$ cat src/rtl/apb_mem_arbiter_if.sv
// Requester handshakes plus the APB master bus of apb_mem_arbiter.
// The master modport is the arbiter's view; slave is the surrounding system's.
interface apb_mem_arbiter_if #(
  parameter int ADDR = 10,
  parameter int DATA = 32,
  parameter int NREQ = 2
);
  logic [NREQ-1:0]      req_valid;
  logic [NREQ-1:0]      req_write;
  logic [NREQ*ADDR-1:0] req_addr;
  logic [NREQ*DATA-1:0] req_wdata;
  logic [NREQ-1:0]      req_grant;
  logic [NREQ-1:0]      req_done;
  logic                 req_err;
  logic [DATA-1:0]      req_rdata;
  logic                 psel;
  logic                 penable;
  logic                 pwrite;
  logic [ADDR-1:0]      paddr;
  logic [DATA-1:0]      pwdata;
  logic                 pready;
  logic [DATA-1:0]      prdata;

  modport master (
    input  req_valid, req_write, req_addr, req_wdata, pready, prdata,
    output req_grant, req_done, req_err, req_rdata,
    output psel, penable, pwrite, paddr, pwdata
  );

  modport slave (
    output req_valid, req_write, req_addr, req_wdata, pready, prdata,
    input  req_grant, req_done, req_err, req_rdata,
    input  psel, penable, pwrite, paddr, pwdata
  );
endinterface

$ cat src/rtl/apb_mem_arbiter.sv
// Round-robin arbiter sharing one APB memory slave between NREQ requesters.
// One transfer in flight at a time: IDLE -> SETUP -> ACCESS -> DONE.
module apb_mem_arbiter #(
  parameter int ADDR    = 10,
  parameter int DATA    = 32,
  parameter int NREQ    = 2,
  parameter int TIMEOUT = 16
) (
  input logic               pclk,
  input logic               preset,
  apb_mem_arbiter_if.master bus
);
  localparam int IDXW = (NREQ > 1) ? $clog2(NREQ) : 1;
  localparam int CW   = (TIMEOUT > 1) ? $clog2(TIMEOUT) : 1;
  localparam logic [CW-1:0] TO_LAST = CW'(TIMEOUT - 1);

  typedef enum logic [1:0] {IDLE, SETUP, ACCESS, DONE} state_t;
  typedef logic [IDXW:0] wide_idx_t;
  localparam wide_idx_t NREQ_W = wide_idx_t'(NREQ);

  state_t          state_reg, state_next;
  logic [IDXW-1:0] owner_reg, last_reg;
  logic            pwrite_reg;
  logic [ADDR-1:0] paddr_reg;
  logic [DATA-1:0] pwdata_reg;
  logic [CW-1:0]   wait_cnt_reg;
  logic            abort_reg;
  logic [NREQ-1:0] done_reg;
  logic            err_reg;
  logic [DATA-1:0] rdata_reg;
  logic            timeout_hit;

  logic [ADDR-1:0] addr_arr  [NREQ];
  logic [DATA-1:0] wdata_arr [NREQ];
  logic [NREQ-1:0] owner_oh;

  genvar gi;
  generate
    for (gi = 0; gi < NREQ; gi++) begin : g_req
      assign addr_arr[gi]  = bus.req_addr[gi*ADDR +: ADDR];
      assign wdata_arr[gi] = bus.req_wdata[gi*DATA +: DATA];
      assign owner_oh[gi]  = (owner_reg == IDXW'(gi));
    end
  endgenerate

  // Rotate the request vector so bit 0 is requester last+1, then take the
  // lowest set bit and rotate the index back.
  logic [2*NREQ-1:0] dbl_shift;
  logic [NREQ-1:0]   rot_valid;
  logic [IDXW-1:0]   rot_sel;
  logic [IDXW-1:0]   winner;
  wide_idx_t         start_w, win_sum;
  logic              any_valid;

  assign start_w   = {1'b0, last_reg} + wide_idx_t'(1);
  assign dbl_shift = {bus.req_valid, bus.req_valid} >> start_w;
  assign rot_valid = dbl_shift[NREQ-1:0];
  assign any_valid = |bus.req_valid;

  always_comb begin
    rot_sel = '0;
    for (int k = NREQ - 1; k >= 0; k--) begin
      if (rot_valid[k]) rot_sel = IDXW'(k);
    end
  end

  assign win_sum = start_w + {1'b0, rot_sel};
  assign winner  = (win_sum >= NREQ_W) ? IDXW'(win_sum - NREQ_W) : IDXW'(win_sum);

  assign timeout_hit = (TIMEOUT != 0) && (wait_cnt_reg == TO_LAST);

  always_ff @(posedge pclk or posedge preset) begin
    if (preset) state_reg <= IDLE;
    else        state_reg <= state_next;
  end

  always_comb begin
    state_next = state_reg;
    case (state_reg)
      IDLE:    if (any_valid) state_next = SETUP;
      SETUP:   state_next = ACCESS;
      ACCESS:  if (bus.pready || timeout_hit) state_next = DONE;
      DONE:    state_next = IDLE;
      default: state_next = IDLE;
    endcase
  end

  always_ff @(posedge pclk or posedge preset) begin
    if (preset) begin
      owner_reg    <= '0;
      last_reg     <= IDXW'(NREQ - 1);
      pwrite_reg   <= 1'b0;
      paddr_reg    <= '0;
      pwdata_reg   <= '0;
      wait_cnt_reg <= '0;
      abort_reg    <= 1'b0;
      done_reg     <= '0;
      err_reg      <= 1'b0;
      rdata_reg    <= '0;
    end else begin
      done_reg <= '0;
      err_reg  <= 1'b0;
      case (state_reg)
        IDLE: begin
          if (any_valid) begin
            owner_reg    <= winner;
            last_reg     <= winner;
            pwrite_reg   <= bus.req_write[winner];
            paddr_reg    <= addr_arr[winner];
            pwdata_reg   <= wdata_arr[winner];
            wait_cnt_reg <= '0;
            abort_reg    <= 1'b0;
          end
        end
        ACCESS: begin
          if (!bus.pready) begin
            wait_cnt_reg <= wait_cnt_reg + CW'(1);
            if (timeout_hit) abort_reg <= 1'b1;
          end
        end
        DONE: begin
          done_reg <= owner_oh;
          err_reg  <= abort_reg;
          // prdata is registered in the slave, so it is valid during DONE
          if (!pwrite_reg && !abort_reg) rdata_reg <= bus.prdata;
        end
        default: ;
      endcase
    end
  end

  assign bus.psel      = (state_reg == SETUP) || (state_reg == ACCESS);
  assign bus.penable   = (state_reg == ACCESS);
  assign bus.pwrite    = pwrite_reg;
  assign bus.paddr     = paddr_reg;
  assign bus.pwdata    = pwdata_reg;
  assign bus.req_grant = (state_reg == SETUP) ? owner_oh : '0;
  assign bus.req_done  = done_reg;
  assign bus.req_err   = err_reg;
  assign bus.req_rdata = rdata_reg;
endmodule

$ cat src/flat_wrapper.sv
// flat-port wrapper written by rule: the top's interface ports become plain ports
module apb_mem_arbiter_flat 
#(
  parameter int ADDR    = 10,
  parameter int DATA    = 32,
  parameter int NREQ    = 2,
  parameter int TIMEOUT = 16
)
  (pclk, preset, bus_req_valid, bus_req_write, bus_req_addr, bus_req_wdata, bus_pready, bus_prdata, bus_req_grant, bus_req_done, bus_req_err, bus_req_rdata, bus_psel, bus_penable, bus_pwrite, bus_paddr, bus_pwdata);
  apb_mem_arbiter_if #(.ADDR(ADDR), .DATA(DATA), .NREQ(NREQ)) bus_i ();
  input logic pclk;
  input logic preset;
  input wire logic [$bits(bus_i.req_valid)-1:0] bus_req_valid;
  input wire logic [$bits(bus_i.req_write)-1:0] bus_req_write;
  input wire logic [$bits(bus_i.req_addr)-1:0] bus_req_addr;
  input wire logic [$bits(bus_i.req_wdata)-1:0] bus_req_wdata;
  input wire logic [$bits(bus_i.pready)-1:0] bus_pready;
  input wire logic [$bits(bus_i.prdata)-1:0] bus_prdata;
  output wire logic [$bits(bus_i.req_grant)-1:0] bus_req_grant;
  output wire logic [$bits(bus_i.req_done)-1:0] bus_req_done;
  output wire logic [$bits(bus_i.req_err)-1:0] bus_req_err;
  output wire logic [$bits(bus_i.req_rdata)-1:0] bus_req_rdata;
  output wire logic [$bits(bus_i.psel)-1:0] bus_psel;
  output wire logic [$bits(bus_i.penable)-1:0] bus_penable;
  output wire logic [$bits(bus_i.pwrite)-1:0] bus_pwrite;
  output wire logic [$bits(bus_i.paddr)-1:0] bus_paddr;
  output wire logic [$bits(bus_i.pwdata)-1:0] bus_pwdata;
  assign bus_i.req_valid = bus_req_valid;
  assign bus_i.req_write = bus_req_write;
  assign bus_i.req_addr = bus_req_addr;
  assign bus_i.req_wdata = bus_req_wdata;
  assign bus_i.pready = bus_pready;
  assign bus_i.prdata = bus_prdata;
  assign bus_req_grant = bus_i.req_grant;
  assign bus_req_done = bus_i.req_done;
  assign bus_req_err = bus_i.req_err;
  assign bus_req_rdata = bus_i.req_rdata;
  assign bus_psel = bus_i.psel;
  assign bus_penable = bus_i.penable;
  assign bus_pwrite = bus_i.pwrite;
  assign bus_paddr = bus_i.paddr;
  assign bus_pwdata = bus_i.pwdata;
  apb_mem_arbiter #(.ADDR(ADDR), .DATA(DATA), .NREQ(NREQ), .TIMEOUT(TIMEOUT)) u_core (.pclk(pclk), .preset(preset), .bus(bus_i));
endmodule
$ cat config.mk
export PLATFORM = sky130hd
export DESIGN_NAME = apb_mem_arbiter_flat
export DESIGN_NICKNAME = d
export VERILOG_FILES = /design/src/rtl/apb_mem_arbiter_if.sv /design/src/rtl/apb_mem_arbiter.sv /design/src/flat_wrapper.sv
export SDC_FILE = /design/constraint.sdc
export NUM_CORES = 1
export LEC_CHECK = 0
export ABC_CLOCK_PERIOD_IN_PS = 2700
export BUFFER_PORTS_ARGS = -buffer_cell sky130_fd_sc_hd__buf_2
export CAP_MARGIN = 20
export CORE_MARGIN = 5
export CORE_UTILIZATION = 43
export DETAILED_ROUTE_END_ITERATION = 12
export GPL_TIMING_DRIVEN = 1
export PLACE_DENSITY = 0.75
export SYNTH_ARGS = -nofsm -noshare
export SYNTH_HDL_FRONTEND = slang
export SYNTH_SLANG_ARGS = --single-unit
$ cat constraint.sdc
create_clock -name pclk -period 2.7 [get_ports pclk]
set_input_delay 0.54 -clock pclk [delete_from_list [all_inputs] [get_ports pclk]]
set_output_delay 0.54 -clock pclk [all_outputs]
set_load 0.02 [all_outputs]
# Word-level counts from Yosys, hierarchy flattened
# Index checks and enable logic that the tools add are counted.
[classes] addsub=4 order_cmp=3 eq_ne=8 n_shift=1 mux=24 n_bitwise=2 reduce_logical=13
[ops] operator="two-way mux 32 bit" n=3
[ops] operator="two-way mux 10 bit" n=3
[ops] operator="two-way mux 1 bit" n=9
[ops] operator="two-way mux 2 bit" n=4
[ops] operator="two-way mux 4 bit" n=2
[ops] operator="one-hot mux 2 bit (4 select lines)" n=1
[ops] operator="one-hot mux 4 bit (2 select lines)" n=1
[ops] operator="!= test 2 x 1 -> 1 bit, second input constant" n=3
[ops] operator="AND reduction 2 bit" n=3
[ops] operator="adder 4 x 1 -> 4 bit, second input constant" n=1
[ops] operator="equality test 2 bit, second input constant" n=2
[ops] operator="equality test 4 bit, second input constant" n=1
[ops] operator="greater-or-equal comparator 2 bit, second input constant" n=2
[ops] operator="AND reduction 4 bit" n=1
[ops] operator="right shift 4 x 2 -> 2 bit" n=1
[ops] operator="AND reduction 3 bit" n=1
[ops] operator="adder 1 x 1 -> 2 bit, second input constant" n=1
[ops] operator="adder 2 x 1 -> 2 bit" n=1
[ops] operator="equality test 2 x 1 -> 1 bit, second input constant" n=1
[ops] operator="logical NOT 1 bit" n=2
[ops] operator="logical NOT 2 bit" n=1
[ops] operator="logical OR 1 bit" n=2
[ops] operator="less-than comparator 1 x 2 -> 1 bit, second input constant" n=1
[ops] operator="!= test 2 bit, second input constant" n=1
[ops] operator="7 further kinds" n=7
[word_totals] reg_bits=87 out_inout_bits=82 elab_cells=66

# Logic depth before layout (Yosys ltp)
# Gate-level depths: netlist of run 1.
[depth] word_depth=11 mapped_depth=7 depth_no_buf=5

# Least setup slack after synthesis of run 1
# Ideal clock, no wire load.
[synth_path] kind="reg2reg" start="register u_core.state_reg[0]" end="register u_core.wait_cnt_reg[1]" arrival_ns=1.521 setup_slack_ns=1.058 path_stages_with_launch=7 synth_period_minus_slack_ns=1.642 path_cell_list="dfrtp_1 > inv_1 > ha_1 > buf_2 > nor2_1 > or2_1 > a22o_1"
[synth_via] elab_chain_cells=3 elab_cells_between_ends=7 classes_between="eq/ne (3); mux (1); reduce/logical (3)"
[synth_rtl] item="start, declared" line_no="apb_mem_arbiter.sv:21" text="state_t state_reg, state_next;"
[synth_rtl] item="start signal, assigned" line_no="apb_mem_arbiter.sv:74" text="else state_reg <= state_next;"
[synth_rtl] item="equality test 2 bit (*)"
[synth_rtl] item="net bus_penable" line_no="flat_wrapper.sv:24" text="output wire logic [$bits(bus_i.penable)-1:0] bus_penable;"
[synth_rtl] item="!= test 2 bit (no source line) / nonzero test 2 bit (equally long branches)"
[synth_rtl] item="AND reduction 3 bit (no source line)"
[synth_rtl] item="end signal, assigned" line_no="apb_mem_arbiter.sv:117" text="wait_cnt_reg <= wait_cnt_reg + CW'(1);"
[synth_rtl] item="end, declared" line_no="apb_mem_arbiter.sv:26" text="logic [CW-1:0] wait_cnt_reg;"
# The timed path passes the listed nets; every way through them passes the cells marked *.
# A chain may end at the register's enable or synchronous reset.

# Worst setup path in the final report of run 1
[layout_path] start="register u_core.state_reg[0]" end="output port bus_penable"
[layout_via] elab_chain_cells=1
[layout_rtl] item="equality test 2 bit" line_no="apb_mem_arbiter.sv:133" text="assign bus.penable = (state_reg == ACCESS);"
[layout_rtl] item="end, declared" line_no="flat_wrapper.sv:24"
# Every way passes these cells.

==> impl_metrics.toml, run 1 <==
[route]
ant_nets = 0
wl_per_cell_um = 18.5
drtIter0Drc = 256
avgViaCountPerCell = 5.79
vias = 4107
drc = 0
dr.pass1.iters = 5
routed_wl_um = 13100

[critical_path]
endpoint_kind = "output pin"
reg2reg_setup_slack_ps = 740
rr_startpoint = "u_core.state_reg[0]$_DFFE_PP0P_"
reg2regPathDepth = 6
start_kind = "flip-flop"
timing.rr.end = "u_core.wait_cnt_reg[3]$_DFFE_PP0P_"
crit_arrival_ps = 1610
crit_type = "reg2out"
cp_max_fo = 12
cp.required_ps = 2160

[synth]
yosysSeqAreaShare_pct = 49.3
netlist_area_um2 = 4420
synth-seq-cells = 87
yosys_warnings = 0
synth_edf_count = 0
ys.flop_type = "dfrtp_1"
synthArstFlopShare_pct = 100
synth.avg_cell_area_um2 = 11.3
yosysUniqueCellTypes = 35
netlist_instances = 390
synth_fp_nets = 519

[pwr]
ir_drop_mv = 0.555
p_leak_nw = 2.79
finalPower_mw = 6.86
power_density_nw_per_um2 = 1200

[clock_network]
ctsResizeCount = 0
cts_buffers = 9
cts_buffer_depth = 2
clk_pin_slew_ps = 100
post_cts_buffers = 0
h-tree-depth = 3
cts_sinks = 87
cts_tree = "yes"
insertion_delay_ps = 350
cts-root-buf = "clkbuf_8"
postCtsHoldBufs = 0

[min_path]
holdCritPathClass = "in2async"

[grt]
grt_pass1_vias = 4103
grt_pass1_wl_um = 21100
track_usage_pct = 20.7
antenna_found_initial = 0
overflow = 0
grt_max_degree = 51

[die]
die-area_um2 = 12400
fp.coreArea_um2 = 10200
chipHeight_um = 111
io_pins = 205
rows = 37
dieWidth_um = 111
initial_utilization_pct = 43.4

[final_layout]
drive_gt1_share_pct = 47.6
diodes = 0
nFillCells = 877
seqCellArea_um2 = 2180
fin_area_um2 = 5700
fin_util_pct = 55.9
fin_cells = 709
multiInputGateArea_um2 = 1990
syn2layout_area_growth_pct = 28.9
finalNetCount = 697

[place]
place_ws_ps = 620
place_inst = 693
gp_congestion = 0.836
place_hpwl_um = 9180
io_buffer_count = 204
placedInstanceArea_um2 = 5490

[sta]
max_freq_mhz = 466
setup_tns_ps = 0
setup_slack_ps = 552
hold_violations = 0
slew_headroom_pct = 44.9
skew_ps = 12.9
worstMarginPinSlew_ps = 827
holdWs_ps = 272
final-setup-viol-count = 0
fin_crit_sh_pct = 79.5
slew_violations = 0
period_needed_ps = 2150
rsz0062_at_grt = "false"

[run]
drv_cap = 0

[run_status]
status = "finished, final reports clean"
[per-layer routing]
metal,track usage [%],wire [um],vias to the layer above,part of all wire (%)
met3,6.68,1200,20,9.2
met2,34.7,6180,237,47
met4,5.03,197,0,1.5
li1,-,-,1870,-
met5,0,0,-,0
met1,26.1,5510,1980,42
[cells by family (layout without fill, tap and decap cells)]
group / count (synthesis) / in the layout / synth area share (%)
muxes: 35 / 35 / 11.4
buffers and inverters: 53 / 236 / 6.17
and+or+nand+nor: 107 / 107 / 12.1
DFF: 87 / 87 / 49.3
AOI/OAI and AO/OA: 102 / 102 / 19.4
adders and majority gates: 6 / 6 / 1.70
[where the power goes]
part / leakage, nW / total [mW] / switching, mW / internal [mW]
clock: 0.105 / 0.964 / 0.496 / 0.468
sequential: 1.07 / 2.34 / 0.407 / 1.93
combinational: 1.62 / 3.55 / 2.17 / 1.39
[cell usage after synthesis, types with 3 or more instances]
master	count	share of area, %
mux2_4	30	10
inv_1	4	0.34
and2_1	4	0.57
dfrtp_1	86	49
nand3_1	45	5.1
buf_12	3	1.4
a21oi_1	3	0.34
o21ai_1	3	0.34
buf_2	17	1.9
inv_2	3	0.25
o2111ai_1	86	17
nand2_1	46	3.9
ha_1	6	1.7
clkbuf_1	21	1.8
buf_1	4	0.34
[worst max-delay path: stages (launching register included)]
cell,delay [ps]
dfrtp_1,420
inv_1,160
ha_1,430
buf_2,250
[worst max path at each step]
stage	from	end
after floorplan	u_core.state_reg[0]$_DFFE_PP0P_	u_core.wait_cnt_reg[1]$_DFFE_PP0P_
after global placement	bus_req_valid[1]	u_core.bus.pwdata[7]$_DFFE_PP0P_
after detailed placement	bus_req_valid[0]	u_core.bus.pwdata[6]$_DFFE_PP0P_
after global routing	u_core.state_reg[0]$_DFFE_PP0P_	bus_penable
final	u_core.state_reg[0]$_DFFE_PP0P_	bus_penable
after CTS	u_core.state_reg[0]$_DFFE_PP0P_	bus_penable
[final cells by class]
| cell class | instances | share of cell area, % |
|---|---|---|
| clock inverter | 6 | 1.32 |
| clock buffer | 10 | 2.42 |
| multi-input combinational | 250 | 35.0 |
| timing repair buffer | 213 | 19.5 |
| sequential | 87 | 38.2 |
| inverter | 7 | 0.527 |
| tap | 136 | 2.99 |
[placed cells by master (no fill, tap or decap), types with 2 or more instances in the layout]
master	Yosys	routed
buf_4	1	7
buf_12	3	2
mux2i_1	2	2
nand2_1	46	46
nor3b_4	2	2
nor2_1	2	2
clkbuf_8	0	10
buf_2	17	204
mux2_4	30	30
and2_1	4	4
clkinvlp_4	0	2
o2111ai_1	86	86
a21oi_1	3	3
a22o_1	2	2
inv_1	4	3
dfrtp_1	86	86
o21bai_1	2	2
o21ai_1	3	2
inv_2	3	3
nor2b_1	2	2
mux2_2	2	2
a31oi_1	2	2
nand3_1	45	45
inv_6	0	2
o21ai_0	2	2
ha_1	6	5
No activity file was read; power rests on OpenSTA's default activity.
==> run 2: changes to the inputs <==
- ABC_AREA: not set -> 1
- ABC_CLOCK_PERIOD_IN_PS: 2700 -> 1900
- CORE_UTILIZATION: 43 -> 42
- PLACE_DENSITY: 0.75 -> 0.74
- clock period: 2.7 -> 1.9 ns (I/O delays scaled with it)
==> run 2 against run 1 <==
Compared with the run above:
- first-iteration DRC count increased by 12%
- total power is 33% higher
- combinational power up 29%
- routed wire length shrank 9.1%
- non-clock buffer count shrank 2
- worst setup slack worse by 430 ps
- clock power up 37%
- utilization barely moved
- critical endpoint unchanged
- highest routed layer unchanged
==> impl_metrics.toml, run 2 <==
[pwr]
internal_power_mw = 4.79
swShare_pct = 47.5
pwr-share-seq_pct = 35.1
p_leak_nw = 3.31
pwr-share-clk_pct = 14.5
power.switching_mw = 4.33
power_density_nw_per_um2 = 1670
comb_power_share_pct = 50.4
ir_drop_mv = 0.673

[sta]
skew_ps = 14.1
rsz0062_at_grt = "false"
max_freq_mhz = 562
slew_violations = 0
worstMarginPinSlew_ps = 692
period_needed_ps = 1780
final-setup-viol-count = 0
setup_tns_ps = 0
slew_headroom_pct = 53.8
fin_crit_sh_pct = 93.6
hold_violations = 0

[critical_path]
path_delay_family = "flip-flops"
cp_max_fo = 7
crit_arrival_ps = 1400
crit_type = "reg2out"
critPathMaxStageDelay_ps = 430
start_kind = "flip-flop"
endpoint_kind = "output pin"
cp.required_ps = 1520
crit_slowest_cell = "dfrtp_1"
path_cells = "inv_1, ha_1, buf_2"
crit_buf_inv = 2

[clock_network]
ctsResizeCount = 0
cts-root-buf = "clkbuf_8"
cts_buffer_depth = 2
cts_buffers = 9
insertion_delay_ps = 360
cts_sinks = 87
post_cts_buffers = 0
postCtsHoldBufs = 0
h-tree-depth = 3
cts_tree = "yes"
clk_pin_slew_ps = 100

[synth]
yosysUniqueCellTypes = 20
synthTopCellsByCount = "nand2_1 (304), dfrtp_1 (86), nand3_1 (81)"
synth_fp_nets = 671
netlist_instances = 542
ys.flop_type = "dfrtp_1"
synthArstFlopShare_pct = 100
synth_most_common_cell = "nand2_1"
netlist_area_um2 = 4160
yosys_warnings = 0
yosysTopAreaCell = "dfrtp_1"
synth_edf_count = 0
synth.avg_cell_area_um2 = 7.67
yosys.area.top_type_share_pct = 51.8
yosysSeqAreaShare_pct = 52.4
synth-seq-cells = 87
ys_top_cells_by_area = "dfrtp_1 (52%), nand2_1 (27%), nand3_1 (9.8%)"

[route]
vias = 4231
dr.pass1.iters = 5
routed_wl_um = 11900
drtIter0Drc = 286
wl_per_cell_um = 13.6
ant_nets = 0
drc = 0
avgViaCountPerCell = 4.85

[final_layout]
multiInputGateArea_um2 = 1760
nFillCells = 937
syn2layout_area_growth_pct = 31.0
diodes = 0
drive_gt1_share_pct = 32.2
layout_common_cells = "nand2_1 (304), buf_2 (204), dfrtp_1 (86)"
seqCellArea_um2 = 2180
layout_commonest_cell = "nand2_1"
finalNetCount = 863
fin_cells = 872

[place]
place_hpwl_um = 8820
place_inst = 856
io_buffer_count = 204
gp_congestion = 0.828

[run_status]
status = "finished, final reports clean"

[grt]
overflow = 0
grt_pass1_wl_um = 18600
grt_max_degree = 88
track_usage_pct = 19.5
grt_pass1_vias = 3980
antenna_found_initial = 0

[die]
fp.coreArea_um2 = 9730
initial_utilization_pct = 42.7
dieWidth_um = 109
die-area_um2 = 12000
io_pins = 205
chipHeight_um = 109
rows = 36

[min_path]
holdCritPathClass = "in2async"

[run]
drv_cap = 0
[run 2: changes by cell type in the layout (fill, tap and decap cells not counted), moves of 3 or more]
cell / before / now
mux2_4: 30 / 0
a21oi_1: 3 / 0
inv_1: 3 / 11
o2111ai_1: 86 / 0
and2_1: 4 / 0
nand2_4: 0 / 3
nand3_1: 45 / 81
nand2_1: 46 / 304
[run 2: path summary, 6_finish.rpt]
path,startpoint,end,slack (ps),cells past startpoint
max,u_core.state_reg[0]$_DFFE_PP0P_,bus_penable,120,3
min,preset,u_core.bus.req_rdata[9]$_DFFE_PP0P_,130,3
max reg2reg,u_core.state_reg[0]$_DFFE_PP0P_,u_core.bus.pwdata[15]$_DFFE_PP0P_,200,7
min reg2reg,u_core.bus.req_rdata[0]$_DFFE_PP0P_,u_core.bus.req_rdata[0]$_DFFE_PP0P_,470,2
max in group asynchronous,preset,u_core.last_reg$_DFFE_PP1P_,1370,3
min in group pclk,bus_prdata[8],u_core.bus.req_rdata[8]$_DFFE_PP0P_,240,3
[run 2: stage by stage]
step | hold WS, ps | setup slack [ps] | total power [mW] | util [%] | area (um2)
after floorplan | 463 | 401 | 6.37 | - | 4160
after global placement | 449 | 270 | 7.75 | 53.9 | 5240
after detailed placement | 458 | 216 | 7.89 | 53.9 | 5240
after CTS | 145 | 95.7 | 9.23 | 56.0 | 5450
after global routing | 177 | 16.8 | 9.90 | 56.0 | 5450
final | 128 | 122 | 9.12 | 56.0 | 5450
[run 2: area by class of cell]
cell class                 instances  share of cell area (%)
clock buffer                       9                    2.27
clock inverter                     7                    1.45
inverter                          14                    1.03
timing repair buffer             211                    19.9
tap                              133                    3.06
multi-input combinational        411                    32.2
sequential                        87                    40.0
[run 2: worst reg2reg max path: stages (launching register included)]
cell     delay [ps]
dfrtp_1         410
inv_1           100
ha_1            250
inv_2           100
nor2_4           50
inv_2           510
nand2_1         140
nand2_1         100
[run 2: metal layers]
metal	global-route usage, %	vias to the layer above	share of wire, %
li1	-	2078	-
met4	7.66	0	2.6
met3	5.05	23	9.4
met5	0	-	0
met2	33.7	181	49
met1	23.3	1949	39
[run 2: cell families (layout without fill, tap and decap cells)]
group                    count (synthesis)  in the layout  share of synthesized area (%)
flip-flops                              87             87                           52.4
AND/OR/NAND/NOR                        397            397                           39.3
AO/OA/AOI/OAI                            7              7                          0.963
buffers and inverters                   44            241                           5.36
XOR/XNOR                                 1              1                          0.211
adder cells (fa/ha/maj)                  6              6                           1.81
[run 2: power groups by stage]
stage	logic [mW]	clock network [mW]	registers, mW
finish	4.59	1.32	3.21
global route	5.15	1.43	3.32
CTS	4.66	1.36	3.20
detailed placement	4.66	0	3.23
global placement	4.53	0	3.22
floorplan	2.22	0	4.15
